**src/rtl/ucontrol_pkg.sv**
```systemverilog
// ucontrol_pkg: shared definitions for the ARC-style microsequencer.
//   - sequencer state enum and instruction-class enum
//   - register-select codes, ALU codes, opcode / op3 / condition constants
//   - PSR bit positions ({N,Z,V,C}) and an instruction classifier
package ucontrol_pkg;

  typedef enum logic [2:0] {
    ST_IDLE,
    ST_INIT,
    ST_FETCH,
    ST_EXEC,
    ST_PCINC,
    ST_BRANCH,
    ST_HALT
  } state_t;

  typedef enum logic [2:0] {
    K_ALU,
    K_ALUCC,
    K_JMPL,
    K_BRANCH,
    K_ILLEGAL
  } kind_t;

  // Register-select codes (R0..R3 are 0..3)
  localparam int unsigned REG_RS   = 4;
  localparam int unsigned REG_PC   = 5;
  localparam int unsigned REG_IR   = 6;
  localparam int unsigned REG_NONE = 15;

  // ALU codes driven by the sequencer itself
  localparam int unsigned ALU_PASSA = 4'hE;
  localparam int unsigned ALU_INC4  = 4'hF;

  // Major opcodes and op3 values
  localparam logic [1:0] OP_BRANCH = 2'b00;
  localparam logic [1:0] OP_ALU    = 2'b10;
  localparam logic [1:0] OP_MEMJ   = 2'b11;
  localparam logic [5:0] OP3_JMPL  = 6'b111000;

  // Branch conditions (rd[3:0])
  localparam logic [3:0] COND_BE   = 4'b0001;
  localparam logic [3:0] COND_BCS  = 4'b0101;
  localparam logic [3:0] COND_BNEG = 4'b0110;
  localparam logic [3:0] COND_BVS  = 4'b0111;
  localparam logic [3:0] COND_BA   = 4'b1000;

  // PSR bit positions inside {N,Z,V,C}
  localparam int PSR_N = 3;
  localparam int PSR_Z = 2;
  localparam int PSR_V = 1;
  localparam int PSR_C = 0;

  // Only R0..R3, RS and PC may be named by an instruction field.
  function automatic logic reg_ok(input logic [4:0] r);
    return (r <= 5'd5);
  endfunction

  function automatic kind_t classify(input logic [31:0] ir);
    kind_t k;
    k = K_ILLEGAL;
    case (ir[31:30])
      OP_ALU:
        if (reg_ok(ir[29:25]) && reg_ok(ir[18:14]) && reg_ok(ir[4:0]))
          k = ir[23] ? K_ALUCC : K_ALU;
      OP_MEMJ:
        if ((ir[24:19] == OP3_JMPL) && reg_ok(ir[18:14]))
          k = K_JMPL;
      OP_BRANCH:
        // rs1 supplies the target in the BRANCH step, so it must be valid too.
        if (reg_ok(ir[18:14]))
          k = K_BRANCH;
      default: k = K_ILLEGAL;
    endcase
    return k;
  endfunction

endpackage

```
**src/rtl/ucontrol_cond_eval.sv**
```systemverilog
// ucontrol_cond_eval: combinational branch-condition evaluator.
//   i_psr   [3:0] latched PSR {N,Z,V,C}, active-high
//   i_cond  [3:0] condition field (rd[3:0] of a branch)
//   o_taken       1 when the branch is taken; unsupported codes are never taken
module ucontrol_cond_eval
  import ucontrol_pkg::*;
(
  input  logic [3:0] i_psr,
  input  logic [3:0] i_cond,
  output logic       o_taken
);

  always_comb begin
    o_taken = 1'b0;
    case (i_cond)
      COND_BE:   o_taken = i_psr[PSR_Z];
      COND_BCS:  o_taken = i_psr[PSR_C];
      COND_BNEG: o_taken = i_psr[PSR_N];
      COND_BVS:  o_taken = i_psr[PSR_V];
      COND_BA:   o_taken = 1'b1;
      default:   o_taken = 1'b0;
    endcase
  end

endmodule

```
**src/rtl/ucontrol_sequencer.sv**
```systemverilog
// ucontrol_sequencer: microsequencer for the ARC-style datapath.
// Fetches 32-bit instructions over a req/ack handshake into an internal IR,
// then sequences FETCH -> EXEC -> PCINC/BRANCH, driving register selects,
// ALU op and clear select. All outputs are registered per state.
//
// Ports:
//   uCONTROL_CLOCK_50                 clock, rising edge
//   uCONTROL_RESET_InLow              synchronous active-low reset
//   uCONTROL_run_InHigh               start / continue execution
//   uCONTROL_imem_data_InBUS          instruction word, valid with ack
//   uCONTROL_imem_ack_InHigh          memory acknowledge
//   uCONTROL_{overflow,carry,negative,zero}_InLow  datapath flags, active-low
//   uCONTROL_imem_req_OutHigh         fetch request (address = PC on bus A)
//   uCONTROL_BUS_CONTROL_A/B/C        register-select codes
//   uCONTROL_BUS_SELECTOR_A/B/C       constant 0
//   uCONTROL_aluselection_OutBUS      ALU op
//   uCONTROL_decoderclearselection_OutBUS  register clear select
//   uCONTROL_psr_OutBUS               latched {N,Z,V,C}
//   uCONTROL_illegal_OutHigh          one-cycle illegal-instruction pulse
//   uCONTROL_fault_OutHigh            sticky fetch-timeout fault
//
// Optional feature: define UCONTROL_FETCH_TIMEOUT_EN to enable the fetch
// watchdog (TIMEOUT_CYCLES FETCH cycles without ack -> HALT with fault).
module ucontrol_sequencer
  import ucontrol_pkg::*;
#(
  parameter int DATAWIDTH_BUS               = 32,
  parameter int DATAWIDTH_DECODER_SELECTION = 4,
  parameter int DATAWIDTH_ALU_SELECTION     = 4,
  parameter int DATA_BUS_CONTROL            = 6,
  parameter int TIMEOUT_CYCLES              = 16
) (
  input  logic                                   uCONTROL_CLOCK_50,
  input  logic                                   uCONTROL_RESET_InLow,
  input  logic                                   uCONTROL_run_InHigh,
  input  logic [DATAWIDTH_BUS-1:0]               uCONTROL_imem_data_InBUS,
  input  logic                                   uCONTROL_imem_ack_InHigh,
  input  logic                                   uCONTROL_overflow_InLow,
  input  logic                                   uCONTROL_carry_InLow,
  input  logic                                   uCONTROL_negative_InLow,
  input  logic                                   uCONTROL_zero_InLow,
  output logic                                   uCONTROL_imem_req_OutHigh,
  output logic [DATA_BUS_CONTROL-1:0]            uCONTROL_BUS_CONTROL_A,
  output logic [DATA_BUS_CONTROL-1:0]            uCONTROL_BUS_CONTROL_B,
  output logic [DATA_BUS_CONTROL-1:0]            uCONTROL_BUS_CONTROL_C,
  output logic                                   uCONTROL_BUS_SELECTOR_A,
  output logic                                   uCONTROL_BUS_SELECTOR_B,
  output logic                                   uCONTROL_BUS_SELECTOR_C,
  output logic [DATAWIDTH_ALU_SELECTION-1:0]     uCONTROL_aluselection_OutBUS,
  output logic [DATAWIDTH_DECODER_SELECTION-1:0] uCONTROL_decoderclearselection_OutBUS,
  output logic [3:0]                             uCONTROL_psr_OutBUS,
  output logic                                   uCONTROL_illegal_OutHigh,
  output logic                                   uCONTROL_fault_OutHigh
);

  localparam logic [DATA_BUS_CONTROL-1:0] C_PC   = DATA_BUS_CONTROL'(REG_PC);
  localparam logic [DATA_BUS_CONTROL-1:0] C_NONE = DATA_BUS_CONTROL'(REG_NONE);
  localparam logic [DATAWIDTH_ALU_SELECTION-1:0] C_PASSA = DATAWIDTH_ALU_SELECTION'(ALU_PASSA);
  localparam logic [DATAWIDTH_ALU_SELECTION-1:0] C_INC4  = DATAWIDTH_ALU_SELECTION'(ALU_INC4);
  localparam logic [DATAWIDTH_DECODER_SELECTION-1:0] CLR_PC   = DATAWIDTH_DECODER_SELECTION'(REG_PC);
  localparam logic [DATAWIDTH_DECODER_SELECTION-1:0] CLR_NONE = DATAWIDTH_DECODER_SELECTION'(REG_NONE);

  state_t r_state, w_state_next;
  logic [DATAWIDTH_BUS-1:0] r_ir, w_ir_next;
  kind_t  w_kind_cur, w_kind_next;
  logic   w_taken;
  logic   w_tmo_hit;
  logic [3:0] r_psr;

  logic [DATA_BUS_CONTROL-1:0]            r_bus_a, r_bus_b, r_bus_c;
  logic [DATA_BUS_CONTROL-1:0]            w_bus_a, w_bus_b, w_bus_c;
  logic [DATAWIDTH_ALU_SELECTION-1:0]     r_alu, w_alu;
  logic [DATAWIDTH_DECODER_SELECTION-1:0] r_clr, w_clr;
  logic r_req, w_req, r_illegal, w_illegal, r_fault, w_fault;

  // Bits [13:5] of the instruction word carry no field this sequencer uses.
  logic w_unused_ir;
  assign w_unused_ir = ^r_ir[13:5];

  // The IR loads on the edge that samples ack; outputs for EXEC are decoded
  // from the incoming word so they are valid from the first EXEC cycle.
  assign w_ir_next   = ((r_state == ST_FETCH) && uCONTROL_imem_ack_InHigh)
                       ? uCONTROL_imem_data_InBUS : r_ir;
  assign w_kind_cur  = classify(r_ir[31:0]);
  assign w_kind_next = classify(w_ir_next[31:0]);

  ucontrol_cond_eval u_cond_eval (
    .i_psr   (r_psr),
    .i_cond  (r_ir[28:25]),
    .o_taken (w_taken)
  );

`ifdef UCONTROL_FETCH_TIMEOUT_EN
  localparam int TMO_W = $clog2(TIMEOUT_CYCLES) + 1;
  logic [TMO_W-1:0] r_tmo;

  // Counts ack-less FETCH cycles; held at zero outside FETCH so every entry
  // into FETCH starts a fresh window.
  always_ff @(posedge uCONTROL_CLOCK_50) begin
    if (!uCONTROL_RESET_InLow || (r_state != ST_FETCH) || uCONTROL_imem_ack_InHigh)
      r_tmo <= '0;
    else
      r_tmo <= r_tmo + TMO_W'(1);
  end

  assign w_tmo_hit = (r_tmo == TMO_W'(TIMEOUT_CYCLES - 1));
`else
  localparam int unused_timeout_cycles = TIMEOUT_CYCLES;
  assign w_tmo_hit = 1'b0;
`endif

  // Next-state logic
  always_comb begin
    w_state_next = r_state;
    case (r_state)
      ST_IDLE:   if (uCONTROL_run_InHigh) w_state_next = ST_INIT;
      ST_INIT:   w_state_next = ST_FETCH;
      ST_FETCH: begin
        if (uCONTROL_imem_ack_InHigh) w_state_next = ST_EXEC;
        else if (w_tmo_hit)           w_state_next = ST_HALT;
      end
      ST_EXEC: begin
        case (w_kind_cur)
          K_JMPL:   w_state_next = ST_BRANCH;
          K_BRANCH: w_state_next = w_taken ? ST_BRANCH : ST_PCINC;
          default:  w_state_next = ST_PCINC;
        endcase
      end
      ST_PCINC, ST_BRANCH:
        w_state_next = uCONTROL_run_InHigh ? ST_FETCH : ST_IDLE;
      ST_HALT:   w_state_next = ST_HALT;
      default:   w_state_next = ST_IDLE;
    endcase
  end

  // Output decode for the state being entered, registered below
  always_comb begin
    w_bus_a   = '0;
    w_bus_b   = '0;
    w_bus_c   = C_NONE;
    w_alu     = C_PASSA;
    w_clr     = CLR_NONE;
    w_req     = 1'b0;
    w_illegal = 1'b0;
    w_fault   = r_fault;
    case (w_state_next)
      ST_INIT:  w_clr = CLR_PC;
      ST_FETCH: begin
        w_bus_a = C_PC;
        w_req   = 1'b1;
      end
      ST_EXEC: begin
        if ((w_kind_next == K_ALU) || (w_kind_next == K_ALUCC)) begin
          w_bus_a = DATA_BUS_CONTROL'(w_ir_next[18:14]);
          w_bus_b = DATA_BUS_CONTROL'(w_ir_next[4:0]);
          w_bus_c = DATA_BUS_CONTROL'(w_ir_next[29:25]);
          w_alu   = DATAWIDTH_ALU_SELECTION'(w_ir_next[22:19]);
        end else if (w_kind_next == K_ILLEGAL) begin
          w_illegal = 1'b1;
        end
      end
      ST_PCINC: begin
        w_bus_a = C_PC;
        w_alu   = C_INC4;
        w_bus_c = C_PC;
      end
      ST_BRANCH: begin
        w_bus_a = DATA_BUS_CONTROL'(w_ir_next[18:14]);
        w_bus_c = C_PC;
      end
      ST_HALT:  w_fault = 1'b1;
      default:  ;
    endcase
  end

  // State / output register stage
  always_ff @(posedge uCONTROL_CLOCK_50) begin
    if (!uCONTROL_RESET_InLow) begin
      r_state   <= ST_IDLE;
      r_bus_a   <= '0;
      r_bus_b   <= '0;
      r_bus_c   <= C_NONE;
      r_alu     <= C_PASSA;
      r_clr     <= CLR_NONE;
      r_req     <= 1'b0;
      r_illegal <= 1'b0;
      r_fault   <= 1'b0;
      r_psr     <= 4'b0000;
    end else begin
      r_state   <= w_state_next;
      r_bus_a   <= w_bus_a;
      r_bus_b   <= w_bus_b;
      r_bus_c   <= w_bus_c;
      r_alu     <= w_alu;
      r_clr     <= w_clr;
      r_req     <= w_req;
      r_illegal <= w_illegal;
      r_fault   <= w_fault;
      if ((r_state == ST_EXEC) && (w_kind_cur == K_ALUCC))
        r_psr <= {~uCONTROL_negative_InLow, ~uCONTROL_zero_InLow,
                  ~uCONTROL_overflow_InLow, ~uCONTROL_carry_InLow};
    end
  end

  // Instruction register: pure data, contents irrelevant until first fetch
  always_ff @(posedge uCONTROL_CLOCK_50) begin
    r_ir <= w_ir_next;
  end

  assign uCONTROL_imem_req_OutHigh             = r_req;
  assign uCONTROL_BUS_CONTROL_A                = r_bus_a;
  assign uCONTROL_BUS_CONTROL_B                = r_bus_b;
  assign uCONTROL_BUS_CONTROL_C                = r_bus_c;
  assign uCONTROL_BUS_SELECTOR_A               = 1'b0;
  assign uCONTROL_BUS_SELECTOR_B               = 1'b0;
  assign uCONTROL_BUS_SELECTOR_C               = 1'b0;
  assign uCONTROL_aluselection_OutBUS          = r_alu;
  assign uCONTROL_decoderclearselection_OutBUS = r_clr;
  assign uCONTROL_psr_OutBUS                   = r_psr;
  assign uCONTROL_illegal_OutHigh              = r_illegal;
  assign uCONTROL_fault_OutHigh                = r_fault;

endmodule
```
**config.mk**
```make
export PLATFORM = sky130hd
export DESIGN_NAME = ucontrol_sequencer
export DESIGN_NICKNAME = d
export VERILOG_FILES = /design/src/rtl/ucontrol_pkg.sv /design/src/rtl/ucontrol_cond_eval.sv /design/src/rtl/ucontrol_sequencer.sv
export SDC_FILE = /design/constraint.sdc
export NUM_CORES = 1
export LEC_CHECK = 0
export BUFFER_PORTS_ARGS = -buffer_cell sky130_fd_sc_hd__buf_2
export CORE_UTILIZATION = 32
export CTS_CLUSTER_DIAMETER = 80
export DETAILED_ROUTE_END_ITERATION = 8
export HOLD_SLACK_MARGIN = 0.08
export SETUP_SLACK_MARGIN = 0.05
export SYNTH_ARGS = -nofsm -noshare
export SYNTH_HDL_FRONTEND = slang
export SYNTH_SLANG_ARGS = --single-unit
```
**constraint.sdc**
```tcl
create_clock -name uCONTROL_CLOCK_50 -period 1.9 [get_ports uCONTROL_CLOCK_50]
set_input_delay 0.285 -clock uCONTROL_CLOCK_50 [delete_from_list [all_inputs] [get_ports uCONTROL_CLOCK_50]]
set_output_delay 0.285 -clock uCONTROL_CLOCK_50 [all_outputs]
set_load 0.01 [all_outputs]
```
==> out/qor.csv, run 1 <==
stage;metric;value;unit
synthesis;most frequent cells after synthesis;sky130_fd_sc_hd__nand2_1, sky130_fd_sc_hd__dfxtp_1, sky130_fd_sc_hd__buf_4;
worst_setup_path;number of cell instances on the worst register-to-register path;5;
clock_tree;setup fix buffers added after clock tree synthesis;0;
sta;Setup Total Neg Slack;0;ns
clock_tree;CTS HTree Levels;2;
die;floorplan die area;0.006941;mm2
clock_tree;root buf cell;sky130_fd_sc_hd__clkbuf_8;
global_routing;number of antenna violations at the first check in global routing;0;
synthesis;Yosys warning total;0;
clock_tree;number of buffers created by CTS;5;
die;Core Region;0.006350;mm2
clock_tree;buffer depth of the longest clock path;2;
power_and_ir_drop;share of total power consumed by net switching;31.20;%
die;die span in x;83.32;um
clock_tree;count of cells resized by post-cts repair;0;
sta;Slew headroom;66.30;%
worst_hold_path;source of the worst hold timing path;uCONTROL_imem_data_InBUS[29];
worst_setup_path;start-to-end type of the worst setup path;register to register;
detailed_routing;total wire length;4678;um
synthesis;area of the mapped netlist;0.002116;mm2
flow_run;MaxCap Viol Count;0;
detailed_routing;first-iteration detailed-routing DRC count;67;
placed_design;weighted congestion at the end of routability-driven global placement;0.8498;
cells_and_area;area growth from synthesis to layout;25.49;%
synthesis;leading post-synthesis cells by cell area;sky130_fd_sc_hd__dfxtp_1, sky130_fd_sc_hd__nand2_1, sky130_fd_sc_hd__buf_4;
power_and_ir_drop;Clock power frac;22.9;%
global_routing;global router's overall resource usage;14.09;%
worst_setup_path;crit path from;r_state[2];
sta;Tightest Pin Transition;0.4976;ns
worst_setup_path;worst reg2reg setup slack;0.20;ns
worst_setup_path;capture instance of the worst register-to-register path;uCONTROL_BUS_CONTROL_C[1];
synthesis;cell with the most instances after synthesis;sky130_fd_sc_hd__nand2_1;
worst_setup_path;Critical Path Sink Type;register;
power_and_ir_drop;internal cell power;1.857;mW
sta;setup repair after global routing missed its margin;false;
clock_tree;clk_lat worst skew;0.30;ns
detailed_routing;Routed WL per cell;12.12;um
power_and_ir_drop;switching power total;0.8422;mW
power_and_ir_drop;LEAKAGE;1.234;nW
clock_tree;CTS clk-pin slew, worst paths;0.09;ns
synthesis;synth unique cells;46;
die;initial core utilization;33.32;%
worst_setup_path;data arrival at the endpoint of the critical path;1.89;ns
sta;final hold violation count;0;
placed_design;worst setup timing slack at the placement stage;0.09332;ns
cells_and_area;Antenna Cells;0;
die;Top Ports;76;
sta;Achievable Freq;0.5873;GHz
synthesis;proportion of netlist area held by the largest area contributor;50.15;%
placed_design;input/output buffers;58;
synthesis;gate count of the mapped netlist;238;
power_and_ir_drop;part of the power in combinational logic;21.7;%
sta;# setup viols final;0;
global_routing;GRT overflow;0;
global_routing;wire length of the first global-routing pass;7769;um
synthesis;sequential element share of the synthesized area;50.15;%
worst_setup_path;CP startpoint kind;register;
detailed_routing;count of nets left with antenna violations after detail routing;0;
detailed_routing;Detailed Routing Iterations Pass 1;4;
power_and_ir_drop;worst-case vdd ir drop;0.3839;mV
worst_setup_path;data required time at the worst endpoint;2.09;ns
synthesis;mean post-synth cell area;8.890;um2
synthesis;synthesized flop and latch total;53;
clock_tree;TritonCTS sink count;53;
worst_setup_path;highest net fanout along the worst path;4;
clock_tree;Post-CTS Hold Fix Bufs;0;
cells_and_area;NumNets Final;348;
detailed_routing;detail-routed via count per cell;4.658;
synthesis;library cell occupying the most area in the post-synthesis netlist;sky130_fd_sc_hd__dfxtp_1;
worst_setup_path;worst setup path end;uCONTROL_BUS_CONTROL_C[1];
synthesis;Async S/R FF share, synth;0;%
detailed_routing;vias post-DR;1798;
sta;Period minus WS final;1.703;ns
synthesis;count of flip-flops with a built-in enable after synthesis;0;
sta;Final Slew Violations;0;
sta;final worst-path cycle share;89.62;%
global_routing;largest net degree at the start of global routing;19;
clock_tree;CTS tree;yes;
detailed_routing;Remaining DRCs;0;
power_and_ir_drop;sequential share of power;55.4;%
die;number of cell rows;29;
global_routing;via count of the first global-routing pass;1708;
sta;skew final;0.007172;ns
worst_setup_path;RR Startpoint;r_state[2];
die;die outline height;83.32;um
worst_hold_path;worst min path class;input port to register;
sta;post-route setup slack;0.1973;ns
cells_and_area;fraction of layout cells with a size suffix above 1;29.45;%
power_and_ir_drop;Pwr per Cell Area;1017;mW/mm2
outcome;run status;finished clean;
synthesis;Primary FF master, synth;sky130_fd_sc_hd__dfxtp_1;
placed_design;post-DP HPWL;3653;um
worst max-delay path, cell delays in order, from the launching register on:
cell and delay, ns:
sky130_fd_sc_hd__dfxtp_1 0.34, sky130_fd_sc_hd__nand4bb_1 0.32, sky130_fd_sc_hd__mux2_2 0.32, sky130_fd_sc_hd__a2bb2oi_1 0.22
sky130_fd_sc_hd__nor4b_1 0.26, sky130_fd_sc_hd__o21ai_0 0.12
cell families (layout without fill, tap and decap cells):
| family | count (synthesis) | after routing | synth area share [%] |
|---|---|---|---|
| buf+inv | 22 | 82 | 6.209 |
| mux | 6 | 6 | 2.898 |
| other cells | 2 | 13 | 0.3550 |
| simple gates | 123 | 123 | 29.21 |
| flops | 53 | 53 | 50.15 |
| xor+xnor | 1 | 1 | 0.4140 |
| compound gates | 31 | 31 | 10.76 |
sequential cells by signal (all words and copies together), names as in the netlist:
signal	count
r_ir	23
r_state	3
uCONTROL_BUS_CONTROL_A	5
uCONTROL_BUS_CONTROL_B	5
uCONTROL_BUS_CONTROL_C	5
uCONTROL_aluselection_OutBUS	4
uCONTROL_decoderclearselection_OutBUS	1
uCONTROL_fault_OutHigh	1
uCONTROL_illegal_OutHigh	1
uCONTROL_imem_req_OutHigh	1
uCONTROL_psr_OutBUS	4
how the worst min path moves through the flow:
stage | endpoint | slack, ns | depth (start not counted)
after floorplan | r_ir[17] | 0.38 | 2
after global placement | r_ir[0] | 0.42 | 2
after detailed placement | r_ir[0] | 0.43 | 2
after CTS | r_ir[29] | 0.17 | 3
after global routing | r_ir[0] | 0.18 | 3
final | r_ir[29] | 0.18 | 3
power groups by stage:
stage               combinational, mW  clock [mW]  sequential (mW)
finish                          0.586       0.618             1.50
detailed placement              0.543           0             1.50
CTS                             0.545       0.642             1.47
floorplan                       0.387           0             1.47
global placement                0.526           0             1.49
global route                    0.665       0.682             1.53
cells in the final DEF (no fill, tap or decap), drive strengths merged, types with 2 or more instances in the layout:
master / synthesis / routed
a211oi: 3 / 3
a21boi: 4 / 4
a21oi: 3 / 3
and2: 3 / 3
and3: 5 / 5
buf: 14 / 71
clkbuf: 5 / 8
conb: 2 / 13
dfxtp: 53 / 53
inv: 3 / 3
mux2i: 5 / 5
nand2: 77 / 77
nand3: 7 / 7
nand4: 2 / 2
nand4b: 2 / 2
nor2: 4 / 4
nor2b: 3 / 3
nor3: 3 / 3
nor4: 2 / 2
nor4b: 2 / 2
o21a: 3 / 3
o21ai: 7 / 7
o22ai: 2 / 2
o311ai: 2 / 2
or2: 5 / 5
or3: 3 / 3
or4b: 2 / 2
through the flow:
stage	area, um2	util (%)	cells	hold WS (ns)	total power [mW]
2_1_floorplan	2157	-	249	0.3840	1.857
3_3_place_gp	2521	39.70	378	0.4235	2.021
3_5_place_dp	2521	39.70	378	0.4299	2.042
4_1_cts	2601	40.97	386	0.1680	2.661
5_1_grt	2655	41.81	386	0.1829	2.872
6_report	2655	41.81	386	0.1783	2.699
metal layers:
metal	part of all wire, %	wire (um)	global-route usage (%)
met1	49	2286	17.65
met2	45	2095	23.25
met3	4.9	229	3.579
met4	1.4	66	5.329
met5	0	0	0
cell type report:
type	count	area, um2
Tap cell	77	96.34
Inverter	3	11.26
Timing Repair Buffer	71	387.9
Clock buffer	8	80.08
Sequential cell	53	1062
Multi-Input combinational cell	174	1017
Fill cell	648	3695
No activity file was read; power rests on OpenSTA's default activity.
==> inputs of run 2 (changes only) <==
--- a/config.mk
+++ b/config.mk
@@ -10,6 +10,7 @@
 export CTS_CLUSTER_DIAMETER = 80
 export DETAILED_ROUTE_END_ITERATION = 8
 export HOLD_SLACK_MARGIN = 0.08
+export RECOVER_POWER = 100
 export SETUP_SLACK_MARGIN = 0.05
 export SYNTH_ARGS = -nofsm -noshare
 export SYNTH_HDL_FRONTEND = slang
==> run 2 against run 1 <==
Effect of this change: register-to-register slack worse by 0.03 ns; sequential share of layout area is 1.0 points higher; utilization is 1.0 points lower; final area is 2.5% lower; worst hold slack better by 0.0021 ns; clock power is 0.6% lower; worst setup slack worse by 0.034 ns; critical path depth is 1 higher; global-route usage stayed put; non-clock buffer count stayed put; final cell count stayed put; sequential cell count stayed put; critical path type unchanged; critical endpoint is now uCONTROL_aluselection_OutBUS[2]; largest cell class unchanged.
==> out/qor.csv, run 2 (synthesis gave the netlist of run 1 again) <==
stage;metric;value;unit;change
outcome;run status;finished clean;;
clock_tree;TritonCTS sink count;53;;unchanged
detailed_routing;count of nets left with antenna violations after detail routing;0;;unchanged
clock_tree;clk_lat worst skew;0.30;ns;about the same
worst_setup_path;number of cell instances on the worst register-to-register path;6;;+1
die;Top Ports;76;;unchanged
cells_and_area;top library cells by usage in the layout, fill and taps aside;sky130_fd_sc_hd__nand2_1, sky130_fd_sc_hd__dfxtp_1, sky130_fd_sc_hd__clkbuf_1, sky130_fd_sc_hd__buf_2, sky130_fd_sc_hd__conb_1;;
worst_setup_path;capture instance of the worst register-to-register path;uCONTROL_aluselection_OutBUS[2];;
die;die outline height;83.32;um;unchanged
cells_and_area;filler-free cell count of the finished design;386;;unchanged
clock_tree;CTS HTree Levels;2;;unchanged
global_routing;global router's overall resource usage;14.09;%;unchanged
sta;final worst-path cycle share;91.41;%;+1.8 points
sta;# setup viols final;0;;unchanged
detailed_routing;Remaining DRCs;0;;unchanged
worst_hold_path;worst min path class;input port to register;;
global_routing;via count of the first global-routing pass;1708;;unchanged
placed_design;post-DP HPWL;3653;um;unchanged
power_and_ir_drop;sum of internal, switching and leakage power;2.656;mW;-1.6%
worst_setup_path;RR Startpoint;r_state[2];;
global_routing;wire length of the first global-routing pass;7769;um;unchanged
detailed_routing;Routed WL per cell;12.19;um;+0.58%
sta;skew final;0.005386;ns;-0.001786 ns
global_routing;number of antenna violations at the first check in global routing;0;;unchanged
detailed_routing;Detailed Routing Iterations Pass 1;4;;unchanged
cells_and_area;final-layout fill cell count;673;;+3.9%
placed_design;worst setup timing slack at the placement stage;0.09332;ns;unchanged
detailed_routing;detail-routed via count per cell;4.666;;+0.17%
die;number of cell rows;29;;unchanged
power_and_ir_drop;LEAKAGE;1.138;nW;-7.8%
sta;Final Slew Violations;0;;unchanged
flow_run;MaxCap Viol Count;0;;unchanged
worst_setup_path;Critical Path Sink Type;register;;
cells_and_area;multi-input gate area in the final layout;997.2;um2;-2.0%
sta;post-route setup slack;0.1632;ns;-0.03413 ns
cells_and_area;area growth from synthesis to layout;22.41;%;
sta;Slew headroom;65.90;%;-0.40 points
die;die span in x;83.32;um;unchanged
power_and_ir_drop;share of total power consumed by net switching;30.85;%;-0.35 points
cells_and_area;Antenna Cells;0;;unchanged
power_and_ir_drop;Pwr per Cell Area;1025;mW/mm2;+0.87%
clock_tree;number of buffers created by CTS;5;;unchanged
detailed_routing;vias post-DR;1801;;+0.17%
die;Core Region;0.006350;mm2;unchanged
sta;Tightest Pin Transition;0.5035;ns;+0.005878 ns
power_and_ir_drop;sequential share of power;55.8;%;+0.4 points
worst_hold_path;source of the worst hold timing path;uCONTROL_imem_data_InBUS[29];;
worst_setup_path;start-to-end type of the worst setup path;register to register;;
sta;setup repair after global routing missed its margin;false;;
clock_tree;buffer depth of the longest clock path;2;;unchanged
die;initial core utilization;33.32;%;unchanged
clock_tree;CTS clk-pin slew, worst paths;0.09;ns;about the same
placed_design;weighted congestion at the end of routability-driven global placement;0.8498;;unchanged
power_and_ir_drop;switching power total;0.8194;mW;-2.7%
sta;final hold violation count;0;;unchanged
power_and_ir_drop;part of the power in combinational logic;21.1;%;-0.6 points
clock_tree;CTS tree;yes;;
worst_setup_path;data required time at the worst endpoint;2.09;ns;about the same
cells_and_area;fraction of layout cells with a size suffix above 1;19.09;%;-10 points
worst_hold_path;Hold Path Stages;3;;unchanged
cells_and_area;most common library cell in the layout ignoring fill and taps;sky130_fd_sc_hd__nand2_1;;
detailed_routing;first-iteration detailed-routing DRC count;48;;-28%
cells_and_area;area occupied by registers;0.001062;mm2;unchanged
worst_setup_path;CP startpoint kind;register;;
power_and_ir_drop;internal cell power;1.836;mW;-1.1%
clock_tree;Post-CTS Hold Fix Bufs;0;;unchanged
cells_and_area;most flop-heavy register;r_ir;;
clock_tree;root buf cell;sky130_fd_sc_hd__clkbuf_8;;
sta;Achievable Freq;0.5758;GHz;-2.0%
die;floorplan die area;0.006941;mm2;unchanged
cells_and_area;NumNets Final;348;;unchanged
global_routing;largest net degree at the start of global routing;19;;unchanged
power_and_ir_drop;worst-case vdd ir drop;0.3753;mV;-2.2%
sta;Period minus WS final;1.737;ns;+0.03413 ns
sta;hold slack;0.1804;ns;+0.002136 ns
worst_hold_path;Hold Crit Endpoint;r_ir[29];;
sta;Setup Total Neg Slack;0;ns;unchanged
placed_design;input/output buffers;58;;unchanged
worst_setup_path;data arrival at the endpoint of the critical path;1.93;ns;+0.04 ns
power_and_ir_drop;Clock power frac;23.1;%;+0.2 points
worst_setup_path;highest net fanout along the worst path;4;;unchanged
cells_and_area;max reg flops;23;;unchanged
global_routing;GRT overflow;0;;unchanged
detailed_routing;total wire length;4705;um;+0.58%
worst_setup_path;worst reg2reg setup slack;0.16;ns;-0.03 ns
placed_design;post-placement cell count;378;;unchanged
==> run 2: power by group through the flow <==
stage | registers [mW] | logic, mW | clock network [mW]
6_report | 1.48 | 0.560 | 0.614
5_1_grt | 1.51 | 0.639 | 0.682
4_1_cts | 1.47 | 0.545 | 0.642
3_5_place_dp | 1.50 | 0.543 | 0
3_3_place_gp | 1.49 | 0.526 | 0
2_1_floorplan | 1.47 | 0.387 | 0
==> run 2: repair_timing <==
action,4_1_cts,5_1_grt
buffers inserted,0,0
resized for setup,0,9
setup endpoints to repair,0,12
endpoints found under the hold margin,0,0
==> run 2: how the worst max path moves through the flow <==
stage | from | end | slack (ns) | cells after the start
global route | r_state[2] | uCONTROL_aluselection_OutBUS[3] | 0.03 | 6
detailed placement | r_ir[28] | r_state[0] | 0.09 | 5
global placement | r_ir[28] | r_state[0] | 0.13 | 5
floorplan | r_state[2] | uCONTROL_BUS_CONTROL_C[2] | 0.23 | 7
CTS | r_ir[28] | r_state[0] | 0.08 | 5
finish | r_state[2] | uCONTROL_aluselection_OutBUS[2] | 0.16 | 6
==> run 2: worst max-delay path, cell delays in order (launching register included) <==
cell                       delay (ns)
sky130_fd_sc_hd__dfxtp_1         0.34
sky130_fd_sc_hd__and4bb_1        0.42
sky130_fd_sc_hd__nand2_4         0.10
sky130_fd_sc_hd__nor4_4          0.28
sky130_fd_sc_hd__and2_0          0.22
sky130_fd_sc_hd__clkbuf_2        0.18
sky130_fd_sc_hd__nand3_1         0.09
==> run 2: final cells by class <==
| type | instances | area share (%) |
|---|---|---|
| clock buffer | 8 | 3.092 |
| tap | 77 | 3.720 |
| sequential | 53 | 41.01 |
| inverter | 3 | 0.4348 |
| timing repair buffer | 71 | 13.24 |
| multi-input combinational | 174 | 38.50 |
==> run 2: per-stage QoR <==
step,cell area [um2],utilization [%]
after global routing,2590,40.79
after global placement,2521,39.70
after CTS,2601,40.97
final,2590,40.79
after detailed placement,2521,39.70
after floorplan,2157,-
==> run 2: layer usage <==
layer	up-vias	wire, um	global-route usage [%]
met5	-	0	0
met4	0	66	5.329
met3	6	232	3.579
met2	52	2098	23.25
met1	817	2307	17.65
li1	926	-	-
